<file path="config.mk">
export PLATFORM = sky130hd
export DESIGN_NAME = npc_seq_ctrl_flat
export DESIGN_NICKNAME = d
export VERILOG_FILES = /design/src/rtl/npc_seq_ctrl_if.sv /design/src/rtl/npc_seq_ctrl.sv /design/src/flat_wrapper.sv
export SDC_FILE = /design/constraint.sdc
export NUM_CORES = 1
export LEC_CHECK = 0
export ABC_AREA = 1
export CAP_MARGIN = 30
export CORE_ASPECT_RATIO = 0.5
export CORE_MARGIN = 1.5
export CORE_UTILIZATION = 56
export CTS_CLUSTER_SIZE = 25
export DETAILED_ROUTE_END_ITERATION = 10
export GPL_ROUTABILITY_DRIVEN = 0
export PLACE_DENSITY = 0.87
export SETUP_SLACK_MARGIN = 0.2
export SLEW_MARGIN = 20
export SYNTH_ARGS = -nofsm -noshare
export SYNTH_HDL_FRONTEND = slang
export SYNTH_SLANG_ARGS = --single-unit
</file>
<file path="constraint.sdc">
create_clock -name clk -period 6.7 [get_ports clk]
set_input_delay 1.34 -clock clk [delete_from_list [all_inputs] [get_ports clk]]
set_output_delay 1.34 -clock clk [all_outputs]
set_load 0.03 [all_outputs]
</file>
<file path="src/rtl/npc_seq_ctrl_if.sv">
// Fetch and load/store handshake bundle between the NPC sequencer and its memory ports.
interface npc_seq_ctrl_if;
    logic ifu_req_valid;
    logic ifu_req_ready;
    logic ifu_resp_valid;
    logic lsu_req_valid;
    logic lsu_req_ready;
    logic lsu_req_wen;
    logic lsu_resp_valid;

    modport master (
        output ifu_req_valid,
        input  ifu_req_ready,
        input  ifu_resp_valid,
        output lsu_req_valid,
        input  lsu_req_ready,
        output lsu_req_wen,
        input  lsu_resp_valid
    );

    modport slave (
        input  ifu_req_valid,
        output ifu_req_ready,
        output ifu_resp_valid,
        input  lsu_req_valid,
        output lsu_req_ready,
        input  lsu_req_wen,
        output lsu_resp_valid
    );
endinterface

</file>
<file path="src/rtl/npc_seq_ctrl.sv">
// Multi-cycle fetch/execute/memory/writeback sequencer for the NPC core, with
// halt/fault detection, a per-handshake watchdog and a retired-instruction counter.
module npc_seq_ctrl #(
    parameter int TIMEOUT = 255,
    parameter int CNT_W   = 32
) (
    input  logic             clk,
    input  logic             rst,
    npc_seq_ctrl_if.master   bus,
    output logic             inst_wen,
    input  logic             dec_dram_en,
    input  logic             dec_dram_wen,
    input  logic             dec_rf_wen,
    input  logic             dec_ebreak,
    input  logic             dec_illegal,
    output logic             rf_wen,
    output logic             pc_wen,
    output logic             halt,
    output logic             err,
    output logic [1:0]       err_code,
    output logic [CNT_W-1:0] retire_cnt,
    output logic [2:0]       state
);
    localparam int              WC_W    = (TIMEOUT < 2) ? 1 : $clog2(TIMEOUT);
    localparam logic [WC_W-1:0] WC_LAST = WC_W'(TIMEOUT - 1);

    typedef enum logic [2:0] {
        S_IF_REQ   = 3'd0,
        S_IF_WAIT  = 3'd1,
        S_EX       = 3'd2,
        S_MEM_REQ  = 3'd3,
        S_MEM_WAIT = 3'd4,
        S_WB       = 3'd5,
        S_HALT     = 3'd6,
        S_ERR      = 3'd7
    } state_t;

    state_t          cur;
    logic [WC_W-1:0] wait_cnt;
    logic            hs;
    logic            wait_st;
    logic            expire;

    // hs is the handshake that lets the current wait state exit
    always_comb begin
        hs      = 1'b0;
        wait_st = 1'b1;
        case (cur)
            S_IF_REQ:   hs = bus.ifu_req_ready;
            S_IF_WAIT:  hs = bus.ifu_resp_valid;
            S_MEM_REQ:  hs = bus.lsu_req_ready;
            S_MEM_WAIT: hs = bus.lsu_resp_valid;
            default:    wait_st = 1'b0;
        endcase
    end

    assign expire = (TIMEOUT != 0) && wait_st && !hs && (wait_cnt == WC_LAST);
    assign state  = cur;

    always_ff @(posedge clk or posedge rst) begin
        if (rst) begin
            cur        <= S_IF_REQ;
            wait_cnt   <= '0;
            err_code   <= 2'd0;
            retire_cnt <= '0;
        end else if (expire) begin
            cur      <= S_ERR;
            wait_cnt <= '0;
            err_code <= (cur == S_IF_REQ || cur == S_IF_WAIT) ? 2'd2 : 2'd3;
        end else begin
            case (cur)
                S_IF_REQ:   if (bus.ifu_req_ready)  cur <= S_IF_WAIT;
                S_IF_WAIT:  if (bus.ifu_resp_valid) cur <= S_EX;
                S_EX: begin
                    if (dec_ebreak) begin
                        cur <= S_HALT;
                    end else if (dec_illegal) begin
                        cur      <= S_ERR;
                        err_code <= 2'd1;
                    end else if (dec_dram_en) begin
                        cur <= S_MEM_REQ;
                    end else begin
                        cur <= S_WB;
                    end
                end
                S_MEM_REQ:  if (bus.lsu_req_ready)  cur <= S_MEM_WAIT;
                S_MEM_WAIT: if (bus.lsu_resp_valid) cur <= S_WB;
                S_WB: begin
                    retire_cnt <= retire_cnt + CNT_W'(1);
                    cur        <= S_IF_REQ;
                end
                default: ;
            endcase
            // Non-wait states always leave (or are absorbing), so the count only runs while stalled
            if (hs || !wait_st) wait_cnt <= '0;
            else                wait_cnt <= wait_cnt + WC_W'(1);
        end
    end

    always_comb begin
        bus.ifu_req_valid = 1'b0;
        bus.lsu_req_valid = 1'b0;
        bus.lsu_req_wen   = 1'b0;
        inst_wen          = 1'b0;
        rf_wen            = 1'b0;
        pc_wen            = 1'b0;
        halt              = 1'b0;
        err               = 1'b0;
        if (!rst) begin
            case (cur)
                S_IF_REQ:  bus.ifu_req_valid = 1'b1;
                S_IF_WAIT: inst_wen = bus.ifu_resp_valid;
                S_MEM_REQ: begin
                    bus.lsu_req_valid = 1'b1;
                    bus.lsu_req_wen   = dec_dram_wen;
                end
                S_WB: begin
                    rf_wen = dec_rf_wen;
                    pc_wen = 1'b1;
                end
                S_HALT:    halt = 1'b1;
                S_ERR:     err = 1'b1;
                default: ;
            endcase
        end
    end
endmodule

</file>
<file path="src/flat_wrapper.sv">
// flat-port wrapper written by rule: the top's interface ports become plain ports
module npc_seq_ctrl_flat 
#(
    parameter int TIMEOUT = 255,
    parameter int CNT_W   = 32
)
  (clk, rst, inst_wen, dec_dram_en, dec_dram_wen, dec_rf_wen, dec_ebreak, dec_illegal, rf_wen, pc_wen, halt, err, err_code, retire_cnt, state, bus_ifu_req_valid, bus_ifu_req_ready, bus_ifu_resp_valid, bus_lsu_req_valid, bus_lsu_req_ready, bus_lsu_req_wen, bus_lsu_resp_valid);
  npc_seq_ctrl_if bus_i ();
  input  logic clk;
  input  logic rst;
  output logic inst_wen;
  input  logic dec_dram_en;
  input  logic dec_dram_wen;
  input  logic dec_rf_wen;
  input  logic dec_ebreak;
  input  logic dec_illegal;
  output logic rf_wen;
  output logic pc_wen;
  output logic halt;
  output logic err;
  output logic [1:0] err_code;
  output logic [CNT_W-1:0] retire_cnt;
  output logic [2:0] state;
  output wire logic [$bits(bus_i.ifu_req_valid)-1:0] bus_ifu_req_valid;
  input wire logic [$bits(bus_i.ifu_req_ready)-1:0] bus_ifu_req_ready;
  input wire logic [$bits(bus_i.ifu_resp_valid)-1:0] bus_ifu_resp_valid;
  output wire logic [$bits(bus_i.lsu_req_valid)-1:0] bus_lsu_req_valid;
  input wire logic [$bits(bus_i.lsu_req_ready)-1:0] bus_lsu_req_ready;
  output wire logic [$bits(bus_i.lsu_req_wen)-1:0] bus_lsu_req_wen;
  input wire logic [$bits(bus_i.lsu_resp_valid)-1:0] bus_lsu_resp_valid;
  assign bus_ifu_req_valid = bus_i.ifu_req_valid;
  assign bus_i.ifu_req_ready = bus_ifu_req_ready;
  assign bus_i.ifu_resp_valid = bus_ifu_resp_valid;
  assign bus_lsu_req_valid = bus_i.lsu_req_valid;
  assign bus_i.lsu_req_ready = bus_lsu_req_ready;
  assign bus_lsu_req_wen = bus_i.lsu_req_wen;
  assign bus_i.lsu_resp_valid = bus_lsu_resp_valid;
  npc_seq_ctrl #(.TIMEOUT(TIMEOUT), .CNT_W(CNT_W)) u_core (.clk(clk), .rst(rst), .bus(bus_i), .inst_wen(inst_wen), .dec_dram_en(dec_dram_en), .dec_dram_wen(dec_dram_wen), .dec_rf_wen(dec_rf_wen), .dec_ebreak(dec_ebreak), .dec_illegal(dec_illegal), .rf_wen(rf_wen), .pc_wen(pc_wen), .halt(halt), .err(err), .err_code(err_code), .retire_cnt(retire_cnt), .state(state));
endmodule
</file>
**Yosys cells after proc, flatten, opt, wreduce, memory -nomap -nowiden**

Cells that the tools add are included.

- Register bits: 45
- RAM bits: 0
- Bits in read-only memories: 0
- Output and inout port bits: 45
- Word-level logic and storage cells: 68
- Latch bits: 0
- Memories: 0

- Bitwise logic cells: 1
- Reduce and logical (&&, ||, !) cells: 14
- Shifts and indexed selects: 0
- Mux-type cells: 34
- Divide/modulo/power cells: 0
- Multiply operators: 0
- Equality and inequality tests: 13
- Magnitude comparators: 0
- $add $sub $neg: 2

Operators with widths:

| operator | number |
|---|---|
| $add 32x1->32 const B | 1 |
| $mux 3 | 8 |
| $mux 1 | 18 |
| $pmux 3 s6 | 1 |
| $mux 8 | 2 |
| $eq 3x3->1 const B | 4 |
| $ne 3x2->1 const B | 4 |
| $add 8x1->8 const B | 1 |
| $eq 8x8->1 const B | 1 |
| $mux 2 | 4 |
| $reduce_bool 7->1 | 1 |
| $eq 3x2->1 const B | 2 |
| $reduce_and 5->1 | 1 |
| $pmux 1 s4 | 1 |
| $reduce_bool 2->1 | 2 |
| $reduce_or 4->1 | 1 |
| $eq 3x1->1 const B | 1 |
| $logic_not 3->1 | 1 |
| $reduce_and 3->1 | 1 |
| $logic_and 1x1->1 | 2 |
| $logic_not 1->1 | 2 |
| $logic_or 1x1->1 | 2 |
| $ne 2x1->1 const B | 1 |
| $reduce_and 2->1 | 1 |
| $not 1->1 | 1 |

**Longest topological paths before layout**

Gate-level depths: netlist (run 1).

- Word-level depth: 7
- Mapped depth: 10
- Gate-level depth less buffers: 10

**Worst setup path before layout (run 1)**

OpenSTA, ideal clock, no wires.

- Kind: input to output
- Start: input port rst
- End: output port err
- Buffers on the path: 0
- Cell stages on the path: 3
- Slack: 2.151 ns
- Data arrival time: 3.209 ns
- Required time: 5.360 ns
- Cells stage by stage: inv_1 nand2_1 nor3_1

- Longest elaborated chain between the ends: 1

Ends and longest elaborated chain:

| what | line | source |
|---|---|---|
| start, declared | flat_wrapper.sv:10 | `input logic rst;` |
| $mux 1 | npc_seq_ctrl.sv:109 | `if (!rst) begin` |
| end, declared | flat_wrapper.sv:20 | `output logic err;` |

Every way passes these cells.

**Final worst setup path (run 1)**

- Start: input port rst
- End: output port halt

- Longest elaborated chain between the ends: 1

Ends and longest elaborated chain:

| what | line | source |
|---|---|---|
| $mux 1 | npc_seq_ctrl.sv:109 |  |
| end, declared | flat_wrapper.sv:19 | `output logic halt;` |

Every way passes these cells.

==> results of run 1 <==
[logic make-up (layout without fill, tap and decap cells)]
group | Yosys count | after routing | share of synthesized area [%]
buffers and inverters | 43 | 100 | 7.35
xor gates and xnor gates | 26 | 26 | 8.21
adders and majority gates | 5 | 5 | 2.26
and+or+nand+nor | 242 | 242 | 41.2
AOI/OAI and AO/OA | 2 | 2 | 0.406
DFF | 45 | 45 | 40.6
[stage by stage]
step / utilization, % / cell area [sq um] / setup slack, ps
3_5_place_dp: 73.5 / 3360 / 1850
5_1_grt: 75.2 / 3440 / 1640
6_report: 75.2 / 3440 / 1870
4_1_cts: 75.2 / 3440 / 1840
3_3_place_gp: 73.5 / 3360 / 1920
2_1_floorplan: - / 2770 / 2150
[routing by layer]
metal	vias to the layer above	global-route usage, %	wire length [um]
met2	74	46.4	3150
li1	1241	-	-
met5	-	0	0
met4	0	7.08	69
met3	9	4.80	311
met1	1216	29.6	2770
[path summary, 6_finish.rpt]
path	startpoint	endpoint	slack, ps	depth (start not counted)
min in group asynchronous	rst	u_core.err_code[1]	1640	3
setup reg to reg	u_core.state[2]	u_core.retire_cnt[27]	5010	6
setup / recovery	rst	halt	1870	6
hold / removal	u_core.wait_cnt[0]	u_core.wait_cnt[0]	480	1
max in group asynchronous	rst	u_core.retire_cnt[4]	4670	3
hold reg to reg	u_core.wait_cnt[0]	u_core.wait_cnt[0]	480	1
[flip-flops by register name, summed over array words and instances, names as in the netlist]
register and count:
u_core.state 3, u_core.err_code 2, u_core.retire_cnt 32, u_core.wait_cnt 8
[layout by cell type, fill, tap and decap left out, types with 5 or more instances in the layout]
cell type,Yosys,routed
nor2_1,53,53
nand3_1,17,17
nand2_1,119,119
xor2_1,11,11
ha_1,5,5
nor2_2,10,10
nand4_1,10,10
clkdlybuf4s50_1,0,55
xnor2_1,15,15
dfrtp_1,45,45
nand2_2,9,9
inv_1,34,33
clkbuf_8,2,5
[cell type report]
| type | instances | area share (%) |
|---|---|---|
| Timing Repair Buffer | 56 | 16.2 |
| Multi-Input combinational cell | 275 | 42.0 |
| Tap cell | 66 | 2.40 |
| Clock inverter | 1 | 0.146 |
| Sequential cell | 45 | 32.8 |
| Inverter | 38 | 4.44 |
| Clock buffer | 5 | 2.00 |
[worst max-delay path, stage by stage]
cell and delay [ps]:
clkdlybuf4s50_1 500, clkinv_1 70, buf_4 480, nand2_1 210, nor2_1 190, clkdlybuf4s50_1 690
[power breakdown]
part           switching (uW)  internal [uW]  leakage, uW
clock network            87.2           68.8    0.0000399
logic                     180            108     0.000821
registers                48.5            297     0.000616
total                     316            473      0.00148
==> flow_summary.json, run 1 <==
{
  "outcome": "finished clean",
  "clk_pin_slew_worst_paths_ps": 80,
  "cts.sinks": 45,
  "synth_top_cell_area_share_pct": 40.6,
  "worstPathMaxFanout": 46,
  "wl_um": 6310,
  "drc": 0,
  "post-place-cells": 480,
  "cts-resized-gates": 0,
  "crit_arrival_ps": 3490,
  "die_w_um": 103,
  "grt_pass1_wl_um": 10300,
  "p_per_area_nw_per_um2": 230,
  "cts-buffers-inserted": 5,
  "hp-class": "reg2reg",
  "post-cts-setup-buffers": 0,
  "regArea_sq_um": 1130,
  "core.rowCount": 17,
  "fin_hold_ws_ps": 479,
  "cts_tree": "yes",
  "multi_input_area_sq_um": 1440,
  "cts_max_path_buffers": 2,
  "slew_headroom_pct": 61.6,
  "clock_skew_ps": 4.00,
  "die_h_um": 52.8,
  "max_freq_ghz": 0.207,
  "synth_top_flop_cell": "dfrtp_1",
  "rsz0062_at_grt": "false",
  "initial_core_util_pct": 60.7,
  "core_sq_um": 4570,
  "grt_start_max_net_pins": 47,
  "grt_overflow_total": 0,
  "dr.pass1.iters": 4,
  "synth-seq-cells": 45,
  "avgRoutedWirePerCell_um": 13.0,
  "grt_pass1_vias": 2436,
  "fin_crit_sh_pct": 72.1,
  "worstPathRequired_ps": 5360,
  "cts.htree.levels": 2,
  "synthTopCellsByCount": "119 x nand2_1, 53 x nor2_1, 45 x dfrtp_1",
  "yosysMostFrequentCell": "nand2_1",
  "synth-edff-count": 0,
  "ir_worst_vdd_v": 0.000212,
  "layout.nets": 437,
  "antenna_found_initial": 0,
  "ys_seq_area_share_pct": 40.6,
  "syn_area_sq_um": 2770,
  "end_kind": "output pin",
  "ys_top_cells_by_area": "dfrtp_1 41%, nand2_1 16%, nor2_1 7.2%, xnor2_1 4.7%, inv_1 4.6%",
  "max_cap_viol_count": 0,
  "numPortBuffers": 55,
  "route.vias.total": 2540,
  "antenna_cells": 0,
  "setup_violations": 0,
  "dieArea_sq_um": 5410,
  "via_per_inst": 5.23,
  "p_total_uw": 789,
  "synth_fp_nets": 379,
  "finalHoldViolCount": 0,
  "cp-start-kind": "primary input",
  "nFillCells": 350,
  "crit_type": "in2out",
  "synth_top_area_cell": "dfrtp_1",
  "syn_inst": 363,
  "leakage_uw": 0.00148,
  "synth.distinct_cells": 30,
  "hold_buffers": 0,
  "instances_no_fill": 486,
  "setup_tns_ps": 0,
  "dp_hpwl_um": 4780,
  "ys_warn_count": 0,
  "ios": 56,
  "area_growth_pct": 23.9,
  "ctsRootBufferMaster": "clkbuf_8",
  "avgSynthCellArea_sq_um": 7.64,
  "ant_nets": 0,
  "period_needed_ps": 4830,
  "worstMarginPinSlew_ps": 575,
  "drt_iter0_markers": 104,
  "slew_viol_final": 0,
  "drive_gt1_share_pct": 10.5,
  "async_flop_share_pct": 100,
  "clkLatencyLatePin_ps": 290,
  "grtUsageTotal_pct": 24.9
}
Power figures use the tool's default switching activity.
==> run 2, diff against run 1 <==
- CORE_UTILIZATION: 56 -> 47
- PLACE_DENSITY: 0.87 -> 0.78
- clock period: 6.7 -> 4 ns (I/O delays scaled with it)
==> run 2 against run 1 <==
Effect of this change:
- combinational power rose by 67%
- clock skew is 0.82 ps higher
- sequential cell count unchanged
- clock power grew to 2.6 times the previous value
- sequential power grew 66%
- worst hold slack lost 13 ps
==> flow_summary.json, run 2 (same netlist as run 1, synthesis figures left out) <==
{
  "clk_pin_slew_worst_paths_ps": 60,
  "slew_headroom_pct": 61.6,
  "grt_overflow_total": 0,
  "cts-buffers-inserted": 5,
  "ctsRootBufferMaster": "clkbuf_16",
  "hp-start": "u_core.wait_cnt[0]",
  "drc": 0,
  "cts_max_path_buffers": 2,
  "layout.nets": 437,
  "clock_skew_ps": 4.82,
  "finalHoldViolCount": 0,
  "cp-startpoint": "rst",
  "crit_arrival_ps": 2360,
  "cts_tree": "yes",
  "max_freq_ghz": 0.317,
  "drt_iter0_markers": 125,
  "cts.htree.levels": 2,
  "ant_nets": 0,
  "ir_worst_vdd_v": 0.000295,
  "numPortBuffers": 55,
  "post-cts-setup-buffers": 0,
  "rsz0062_at_grt": "false",
  "grt_pass1_vias": 2332,
  "area_growth_pct": 26.7,
  "die_w_um": 112,
  "grtUsageTotal_pct": 20.8,
  "layout_commonest_cell": "nand2_1",
  "grt_pass1_wl_um": 10600,
  "core.rowCount": 19,
  "whs_path_depth": 1,
  "ios": 56,
  "dr.pass1.iters": 5,
  "outcome": "finished clean",
  "worstPathRequired_ps": 3200,
  "leakage_uw": 0.00151,
  "dieArea_sq_um": 6400,
  "end_kind": "output pin",
  "max_cap_viol_count": 0,
  "wl_um": 6140,
  "cts-resized-gates": 0,
  "largest_reg_flops": 32,
  "worstPathMaxFanout": 6,
  "via_per_inst": 5.00,
  "grt_start_max_net_pins": 46,
  "cts.sinks": 45,
  "initial_core_util_pct": 49.7,
  "clkLatencyLatePin_ps": 290,
  "period_needed_ps": 3160,
  "reg2regPathDepth": 5,
  "setup_violations": 0,
  "hp-class": "reg2reg",
  "fin_crit_sh_pct": 78.9,
  "r2r_start": "u_core.state[2]",
  "core_sq_um": 5590,
  "final_cell_mix": "119 x nand2_1, 55 x clkdlybuf4s50_1, 53 x nor2_1, 45 x dfrtp_1, 33 x inv_1",
  "regMostFlops": "u_core.retire_cnt",
  "setup_tns_ps": 0,
  "route.vias.total": 2475,
  "p_per_area_nw_per_um2": 415,
  "antenna_found_initial": 0,
  "hold_buffers": 0,
  "dp_hpwl_um": 4720,
  "antenna_cells": 0,
  "cp-start-kind": "primary input",
  "worstMarginPinSlew_ps": 576,
  "die_h_um": 57.3,
  "p_total_uw": 1460,
  "drive_gt1_share_pct": 10.9,
  "crit_type": "in2out",
  "slew_viol_final": 0,
  "avgRoutedWirePerCell_um": 12.4
}
## run 2: cell types whose count changed in the layout (fill, tap and decap cells not counted)
cell,previous run,this run
clkbuf_8,5,0
clkinvlp_4,0,1
clkbuf_16,0,5
clkinv_2,1,2
## run 2: critical path, stage by stage
cell and delay, ps:
clkdlybuf4s50_1 510, clkinv_1 110, nand2_1 80, nor3_1 160, clkdlybuf4s50_1 690
## run 2: worst paths after layout
path,endpoint,slack (ps)
max in group asynchronous,u_core.retire_cnt[26],2450
min in group asynchronous,u_core.retire_cnt[1],1150
max,err,840
min,u_core.wait_cnt[0],470
max reg2reg,u_core.retire_cnt[18],2310
min reg2reg,u_core.wait_cnt[0],470
## run 2: layer usage
metal	up-vias	track usage (%)	share of wire (%)
met3	4	5.21	4.2
met5	-	0	0
met1	1168	26.5	44
met4	0	6.15	1.1
li1	1243	-	-
met2	60	36.0	51
## run 2: layout make-up
class,instances,area [sq um]
clock inverter,3,17.5
clock buffer,5,125
fill,491,2070
tap,73,91.3
inverter,38,153
multi-input combinational,275,1440
timing repair buffer,56,558
sequential,45,1130
## run 2: stage by stage
| stage | utilization (%) | worst slack (ps) | hold slack, ps | cells | area, sq um |
|---|---|---|---|---|---|
| final | 62.9 | 845 | 466 | 495 | 3510 |
| after global routing | 62.9 | 723 | 519 | 495 | 3510 |
| after CTS | 62.9 | 842 | 474 | 495 | 3510 |
| after detailed placement | 60.4 | 844 | 466 | 487 | 3370 |
| after global placement | 60.4 | 896 | 444 | 487 | 3370 |
| after floorplan | - | 531 | 432 | 363 | 2770 |
## run 2: report_power, final
part / internal, uW / total, uW / switching (uW)
Clock: 229 / 403 / 174
Combinational: 181 / 482 / 301
Sequential: 498 / 574 / 76.7
Total: 908 / 1460 / 552
